$ cat src/rtl/input_debouncer_pkg.sv
// Shared types and constants for the input debouncer.
//   deb_state_e            : per-channel debounce FSM state
//   DEBOUNCE_10MS_AT_50MHZ : default stability window (10 ms at 50 MHz)
//   PRESS_COUNT_WIDTH      : width of each optional per-channel press counter
package input_debouncer_pkg;

    typedef enum logic {
        STABLE   = 1'b0,
        COUNTING = 1'b1
    } deb_state_e;

    localparam int unsigned DEBOUNCE_10MS_AT_50MHZ = 500000;
    localparam int unsigned PRESS_COUNT_WIDTH      = 8;

endpackage

$ cat src/rtl/debounce_channel.sv
// Single-bit debouncer: 2-flop synchronizer, stability counter, level register
// and one-cycle rise/fall pulses.
// Ports:
//   Clock   : core clock, rising edge
//   Reset   : synchronous, active-high
//   raw     : asynchronous raw pin level
//   level   : debounced level (registered)
//   rise    : one-cycle pulse on level 0->1 (registered)
//   fall    : one-cycle pulse on level 1->0 (registered)
//   event_c : combinational next-cycle rise|fall, lets the top register an
//             aggregate event flag that lines up with rise/fall
module debounce_channel
    import input_debouncer_pkg::*;
#(
    parameter int unsigned DEBOUNCE_CYCLES = DEBOUNCE_10MS_AT_50MHZ
) (
    input  logic Clock,
    input  logic Reset,
    input  logic raw,
    output logic level,
    output logic rise,
    output logic fall,
    output logic event_c
);

    localparam int unsigned         CNT_WIDTH = $clog2(DEBOUNCE_CYCLES);
    localparam logic [CNT_WIDTH-1:0] CNT_LAST = CNT_WIDTH'(DEBOUNCE_CYCLES - 1);

    logic                 sync1_q;
    logic                 sync2_q;
    deb_state_e           state_q;
    deb_state_e           state_d;
    logic [CNT_WIDTH-1:0] cnt_q;
    logic [CNT_WIDTH-1:0] cnt_d;
    logic                 level_d;
    logic                 rise_d;
    logic                 fall_d;

    // State, synchronizer and output registers.
    always_ff @(posedge Clock) begin
        if (Reset) begin
            sync1_q <= 1'b0;
            sync2_q <= 1'b0;
            state_q <= STABLE;
            cnt_q   <= '0;
            level   <= 1'b0;
            rise    <= 1'b0;
            fall    <= 1'b0;
        end else begin
            sync1_q <= raw;
            sync2_q <= sync1_q;
            state_q <= state_d;
            cnt_q   <= cnt_d;
            level   <= level_d;
            rise    <= rise_d;
            fall    <= fall_d;
        end
    end

    // Next-state: a change is accepted only after DEBOUNCE_CYCLES consecutive
    // samples that differ from the current level; the first mismatching sample
    // is counted as 1 on entry to COUNTING.
    always_comb begin
        state_d = state_q;
        cnt_d   = cnt_q;
        level_d = level;
        rise_d  = 1'b0;
        fall_d  = 1'b0;
        event_c = 1'b0;

        case (state_q)
            STABLE: begin
                cnt_d = '0;
                if (sync2_q != level) begin
                    state_d = COUNTING;
                    cnt_d   = CNT_WIDTH'(1);
                end
            end
            COUNTING: begin
                if (sync2_q == level) begin
                    state_d = STABLE;
                    cnt_d   = '0;
                end else if (cnt_q == CNT_LAST) begin
                    state_d = STABLE;
                    cnt_d   = '0;
                    level_d = sync2_q;
                    rise_d  = sync2_q;
                    fall_d  = ~sync2_q;
                end else begin
                    cnt_d = cnt_q + CNT_WIDTH'(1);
                end
            end
            default: begin
                state_d = STABLE;
                cnt_d   = '0;
            end
        endcase

        event_c = rise_d | fall_d;
    end

endmodule

$ cat src/rtl/input_debouncer.sv
// Debounces WIDTH raw board inputs (buttons/switches) into clean levels and
// one-cycle edge pulses for the SoC core.
// Optional feature (macro INPUT_DEBOUNCER_PRESS_COUNT_EN): per-channel 8-bit
// saturating press counters on oPressCount, cleared by iCountClear.
// Ports:
//   Clock       : core clock, rising edge
//   Reset       : synchronous, active-high
//   iRaw        : asynchronous raw pin levels
//   oLevel      : debounced levels
//   oRise/oFall : one-cycle edge pulses per channel
//   oAnyEvent   : OR of all pulses, aligned with them
//   iCountClear : (optional) clear all press counters
//   oPressCount : (optional) 8-bit press count per channel, channel i at [8i+7:8i]
module input_debouncer
    import input_debouncer_pkg::*;
#(
    parameter int unsigned WIDTH           = 6,
    parameter int unsigned DEBOUNCE_CYCLES = DEBOUNCE_10MS_AT_50MHZ
) (
    input  logic             Clock,
    input  logic             Reset,
    input  logic [WIDTH-1:0] iRaw,
    output logic [WIDTH-1:0] oLevel,
    output logic [WIDTH-1:0] oRise,
    output logic [WIDTH-1:0] oFall,
    output logic             oAnyEvent
`ifdef INPUT_DEBOUNCER_PRESS_COUNT_EN
    ,
    input  logic                               iCountClear,
    output logic [WIDTH*PRESS_COUNT_WIDTH-1:0] oPressCount
`endif
);

    logic [WIDTH-1:0] event_c;

    // One independent debouncer per channel.
    for (genvar g = 0; g < WIDTH; g++) begin : g_ch
        debounce_channel #(
            .DEBOUNCE_CYCLES (DEBOUNCE_CYCLES)
        ) u_ch (
            .Clock   (Clock),
            .Reset   (Reset),
            .raw     (iRaw[g]),
            .level   (oLevel[g]),
            .rise    (oRise[g]),
            .fall    (oFall[g]),
            .event_c (event_c[g])
        );
    end

    // Registered from the channels' next-cycle pulses so it lines up with oRise/oFall.
    always_ff @(posedge Clock) begin
        if (Reset) begin
            oAnyEvent <= 1'b0;
        end else begin
            oAnyEvent <= |event_c;
        end
    end

`ifdef INPUT_DEBOUNCER_PRESS_COUNT_EN
    localparam int unsigned PCW = PRESS_COUNT_WIDTH;

    // Saturating press counters; clear wins over a same-cycle increment.
    always_ff @(posedge Clock) begin
        if (Reset || iCountClear) begin
            oPressCount <= '0;
        end else begin
            for (int i = 0; i < int'(WIDTH); i++) begin
                if (oRise[i] && (oPressCount[i*PCW +: PCW] != {PCW{1'b1}})) begin
                    oPressCount[i*PCW +: PCW] <= oPressCount[i*PCW +: PCW] + PCW'(1);
                end
            end
        end
    end
`endif

endmodule

$ cat config.mk
export PLATFORM = sky130hd
export DESIGN_NAME = input_debouncer
export DESIGN_NICKNAME = d
export VERILOG_FILES = /design/src/rtl/input_debouncer_pkg.sv /design/src/rtl/debounce_channel.sv /design/src/rtl/input_debouncer.sv
export SDC_FILE = /design/constraint.sdc
export NUM_CORES = 1
export LEC_CHECK = 0
export BUFFER_PORTS_ARGS = -buffer_cell sky130_fd_sc_hd__buf_2
export CAP_MARGIN = 20
export CORE_ASPECT_RATIO = 1.2
export CORE_UTILIZATION = 60
export DETAILED_ROUTE_END_ITERATION = 7
export GPL_ROUTABILITY_DRIVEN = 0
export HOLD_SLACK_MARGIN = 0.12
export PLACE_DENSITY = 0.79
export SKIP_CTS_REPAIR_TIMING = 1
export SYNTH_ARGS = -nofsm -noshare
export SYNTH_HDL_FRONTEND = slang
export SYNTH_SLANG_ARGS = --single-unit
$ cat constraint.sdc
create_clock -name Clock -period 5.3 [get_ports Clock]
set_clock_uncertainty 0.2 [all_clocks]
set_input_delay 0 -clock Clock [delete_from_list [all_inputs] [get_ports Clock]]
set_output_delay 0 -clock Clock [all_outputs]
set_load 0.05 [all_outputs]
== Word level (Yosys, flattened, before mapping) ==
Index checks and enable logic that the tools add are counted.

* Flip-flop bits (word level): 151
* Memory bits (read-only): 0
* RAM bits: 0
* Word-level logic and storage cells: 182
* Memories: 0
* Bits in latches: 0

* Eq/ne operators: 18
* Multiply operators: 0
* Magnitude comparators: 0
* Muxes and demuxes: 84
* Shifts and indexed selects: 0
* Div/mod/pow operators: 0
* Bitwise logic cells: 24
* $add $sub $neg: 6
* Reduce and logical (&&, ||, !) cells: 7

{| class="wikitable"
|+ Operators with widths
! cell !! count
|-
| 2-to-1 mux 19 bit || 12
|-
| case mux 19 bit (2 select lines) || 6
|-
| adder 19 x 1 -> 19 bit (second input constant) || 6
|-
| == test 19 bit (second input constant) || 6
|-
| 2-to-1 mux 1 bit || 60
|-
| NOT 1 bit || 18
|-
| AND reduction 3 bit || 6
|-
| case mux 1 bit (2 select lines) || 6
|-
| == test 1 bit || 6
|-
| inequality test 1 bit || 6
|-
| OR 1 bit || 6
|-
| OR reduction 6 bit || 1
|}

== Logic depth before layout (Yosys ltp) ==
* Depth in word-level cells: 6
* Depth in mapped cells: 7
* Depth with buffers taken out: 6

== Cells and area by module ==
From an unflattened synthesis, not the netlist that was laid out.

* Cell total of the unflattened synthesis: 756
* Area, all modules: 6673.9 um2

{| class="wikitable"
|+ Modules (own cells, without submodules)
! module !! times used !! area an instance (um2) !! cells each !! sequential area each (um2)
|-
| debounce_channel (g_ch[0].u_ch ...) || 5 || 1103.6 || 126 || 500.5
|-
| debounce_channel (g_ch[5].u_ch) || 1 || 1121.1 || 122 || 500.5
|-
| input_debouncer || 1 || 35.0 || 4 || 20.0
|}

== Worst setup path before layout ==
No wires, ideal clock.

* Path type: register to register
* Start point: register g_ch[4].u_ch.cnt_q[5]
* End point: register g_ch[4].u_ch.cnt_q[18]
* Buffers on the path: 1
* Setup slack: 3.310 ns
* Arrival: 1.675 ns
* Data required time: 4.985 ns
* Cell stages (with the launch flop): 7
* Clock period less this slack: 1.990 ns
* Cells stage by stage: dfxtp_1 > or4_4 > nor4_4 > nand2_2 > nand4b_4 > buf_6 > nor2_1

* Word-level cells in the longest chain between the ends: 4

{| class="wikitable"
|+ RTL lines
! element !! RTL line !! source
|-
| start, declared || debounce_channel.sv:33 || <nowiki>logic [CNT_WIDTH-1:0] cnt_q;</nowiki>
|-
| start signal, assigned || debounce_channel.sv:53 || <nowiki>cnt_q <= cnt_d;</nowiki>
|-
| adder 19 x 1 -> 19 bit / == test 19 bit (equally long branches) || debounce_channel.sv:90, debounce_channel.sv:83 ||
|-
| 2-to-1 mux 19 bit (*) || debounce_channel.sv:83 || <nowiki>end else if (cnt_q == CNT_LAST) begin</nowiki>
|-
| 2-to-1 mux 19 bit (*) || debounce_channel.sv:80 || <nowiki>if (sync2_q == level) begin</nowiki>
|-
| case mux 19 bit (2 select lines) (*) || debounce_channel.sv:71 || <nowiki>case (state_q)</nowiki>
|}

Every way passes the cells marked *; elsewhere a longest branch is shown, timed or not.
A chain may end at the register's enable or synchronous reset.

== Worst setup path after layout ==
* Start point: register g_ch[5].u_ch.cnt_q[0]
* End point: register g_ch[5].u_ch.cnt_q[18]

* Word-level cells in the longest chain between the ends: 4

{| class="wikitable"
|+ RTL lines
! element !! RTL line
|-
| start, declared || debounce_channel.sv:33
|-
| start signal, assigned || debounce_channel.sv:53
|-
| adder 19 x 1 -> 19 bit / == test 19 bit (equally long branches) || debounce_channel.sv:90, debounce_channel.sv:83
|-
| 2-to-1 mux 19 bit (*) || debounce_channel.sv:83
|-
| 2-to-1 mux 19 bit (*) || debounce_channel.sv:80
|-
| case mux 19 bit (2 select lines) (*) || debounce_channel.sv:71
|}

Marked as above.

==> flow_summary.toml <==
[critical_path]
critPathLaunchType = "register"
cp.required_ns = 5.38
critPathMaxFanout = 18
worst_setup_path_end_kind = "register"
crit_arrival_ns = 2.43
path_class = "register to register"

[cts]
cts_buffers = 17
h-tree-depth = 4
cts_tree = "done"
root_buffer = "clkbuf_16"
cts_max_path_buffers = 2
clk_pin_slew_ns = 0.06
clock_latency_ns = 0.41
cts_sinks = 151

[sta]
finalSetupViolCount = 0
clock.fmax_mhz = 426
tightest_slew_ns = 0.776
slew_violations = 0
finalCritPeriodShare_pct = 44.3
hold_viol = 0
max-slew-margin-rel_pct = 47.9
rsz0062_at_grt = "false"
period_needed_ns = 2.35
fin_setup_tns_ns = 0

[floorplanning]
die-area_mm2 = 0.0111
num_rows = 41
die_w_um = 96.5
io_pins = 27
coreArea_mm2 = 0.0105
start_util_pct = 61.5
die_h_um = 115

[grt]
first_global_vias = 4588
grt_max_degree = 39
grt_overflow = 0
grt_use_total_pct = 22.3
grt_pass1_wl_um = 19500
antenna_found_initial = 0

[synthesis]
synth_seq_cells = 151
ys_types = 50
syn_area_per_cell_um2 = 9.24
synth_edf_count = 0
netlist.area_leader.share_pct = 47.0
syn_nets = 710
ys.flop_type = "dfxtp_1"
ys_warn_count = 0
synth_cells = 696
yosysTopAreaCell = "dfxtp_1"
synth_seq_area_share_pct = 47.0
async_flop_share_pct = 0
ys_top_cells_by_area = "dfxtp_1 47%, nor2_1 8.1%, xnor2_1 7.8%"
netlist_area_mm2 = 0.00643

[power]
p_per_area_mw_per_mm2 = 323
vdd_drop_max_mv = 0.206
leakage_nw = 2.43

[detailed_routing]
dr.pass1.iters = 4
drc_errors = 0
routedWlPerCell_um = 13.7
num_vias = 4762
first_iter_violations = 196
drtAntennaViolNets = 0
drt-total-wl_um = 11900
drt-vias-per-instance = 5.50

[cells_and_area]
nFillCells = 819
fin_nets = 739
fin_area_mm2 = 0.00721
synthToLayoutAreaGrowth_pct = 12.1
drive_gt1_share_pct = 9.36
diodes = 0

[place]
portBuffers = 26
dpl.hpwl_um = 7950
placed_area_mm2 = 0.00652

[status]
status = "finished, final reports clean"

[worst_hold_path]
hp-class = "register to register"

[run]
drv_cap = 0
## layer usage
metal	global-route usage [%]	wire length [um]
met1	25.5	5210
met2	38.7	6080
met3	6.17	386
met4	9.51	184
met5	0	0
## stage by stage
step	utilization (%)	total power [mW]	setup slack [ns]	hold WS, ns	cells
2_1_floorplan	-	1.19	3.31	-0.0718	696
3_3_place_gp	62.2	1.19	2.96	0.0181	822
3_5_place_dp	62.3	1.19	3.07	0.0130	823
4_1_cts	67.7	2.34	2.97	-0.418	854
5_1_grt	68.9	2.40	2.68	0.256	866
6_report	68.9	2.33	2.95	0.252	866
## layout by cell type (no fill, tap or decap), types with 14 or more instances in the layout
cell type,netlist,routed
and2_1,14,14
and4_1,15,15
buf_2,4,26
clkbuf_16,0,17
dfxtp_1,151,151
inv_1,17,17
nand2_1,32,32
nand3_1,48,48
nand4_1,21,21
nor2_1,138,138
nor2b_1,17,17
nor3_1,17,17
nor4b_1,17,17
xnor2_1,57,57
xor2_1,50,50
## worst max-delay path: stages, from the launching register on
cell      delay (ns)
dfxtp_1         0.40
ha_1            0.28
nand4_1         0.23
nor4_1          0.58
nand3b_2        0.43
nor2_1          0.10
## sequential cells by signal, indices dropped and copies added (netlist names)
signal	cells
g_ch.u_ch.state_q	6
oAnyEvent	1
g_ch.u_ch.cnt_q	114
g_ch.u_ch.level	6
g_ch.u_ch.fall	6
g_ch.u_ch.sync2_q	6
g_ch.u_ch.rise	6
g_ch.u_ch.sync1_q	6
## synthesized netlist by cell type (3+ instances only)
master,count
nor4bb_1,3
ha_1,6
nand2_1,32
nand2b_1,3
buf_4,18
mux2i_1,6
and4_1,15
nor4b_1,17
xnor2_1,57
nor2b_1,17
o21ai_0,6
nor4_1,7
and2_1,14
buf_2,4
nor2_1,138
and3_1,12
nand4_1,21
nand3_1,48
inv_1,17
dfxtp_1,151
nor3_1,17
xor2_1,50
or3_1,3
## cell families (layout without fill, tap and decap cells)
| family | count (synthesis) | after routing | synth area share (%) |
|---|---|---|---|
| flops | 151 | 151 | 47.0 |
| simple gates | 366 | 366 | 30.5 |
| buf+inv | 46 | 87 | 4.40 |
| compound gates | 14 | 14 | 1.44 |
| fa+ha+maj | 6 | 6 | 1.17 |
| mux | 6 | 6 | 0.934 |
| xor+xnor | 107 | 107 | 14.6 |
## cell type report
cell class	count	area (um2)	share of cell area, %
clock buffers	19	443	6.14
clock inverters	12	129	1.79
inverters	17	63.8	0.885
multi-input cells	499	3130	43.4
flip-flops and latches	151	3020	41.9
well taps	129	161	2.24
repair buffers	39	262	3.63
## path summary, 6_finish.rpt
| path | from | endpoint | slack, ns | cells past startpoint |
|---|---|---|---|---|
| setup / recovery | g_ch[5].u_ch.cnt_q[0] | g_ch[5].u_ch.cnt_q[18] | 2.95 | 5 |
| hold / removal | g_ch[0].u_ch.sync1_q | g_ch[0].u_ch.sync2_q | 0.25 | 1 |
| setup reg to reg | g_ch[5].u_ch.cnt_q[0] | g_ch[5].u_ch.cnt_q[18] | 2.95 | 5 |
| hold reg to reg | g_ch[0].u_ch.sync1_q | g_ch[0].u_ch.sync2_q | 0.25 | 1 |
## where the power goes
part	internal, mW	switching (mW)
sequential	1.14	0.00569
combinational	0.0141	0.0118
clock	0.701	0.455
total	1.86	0.472
No activity file was read; power rests on OpenSTA's default activity.
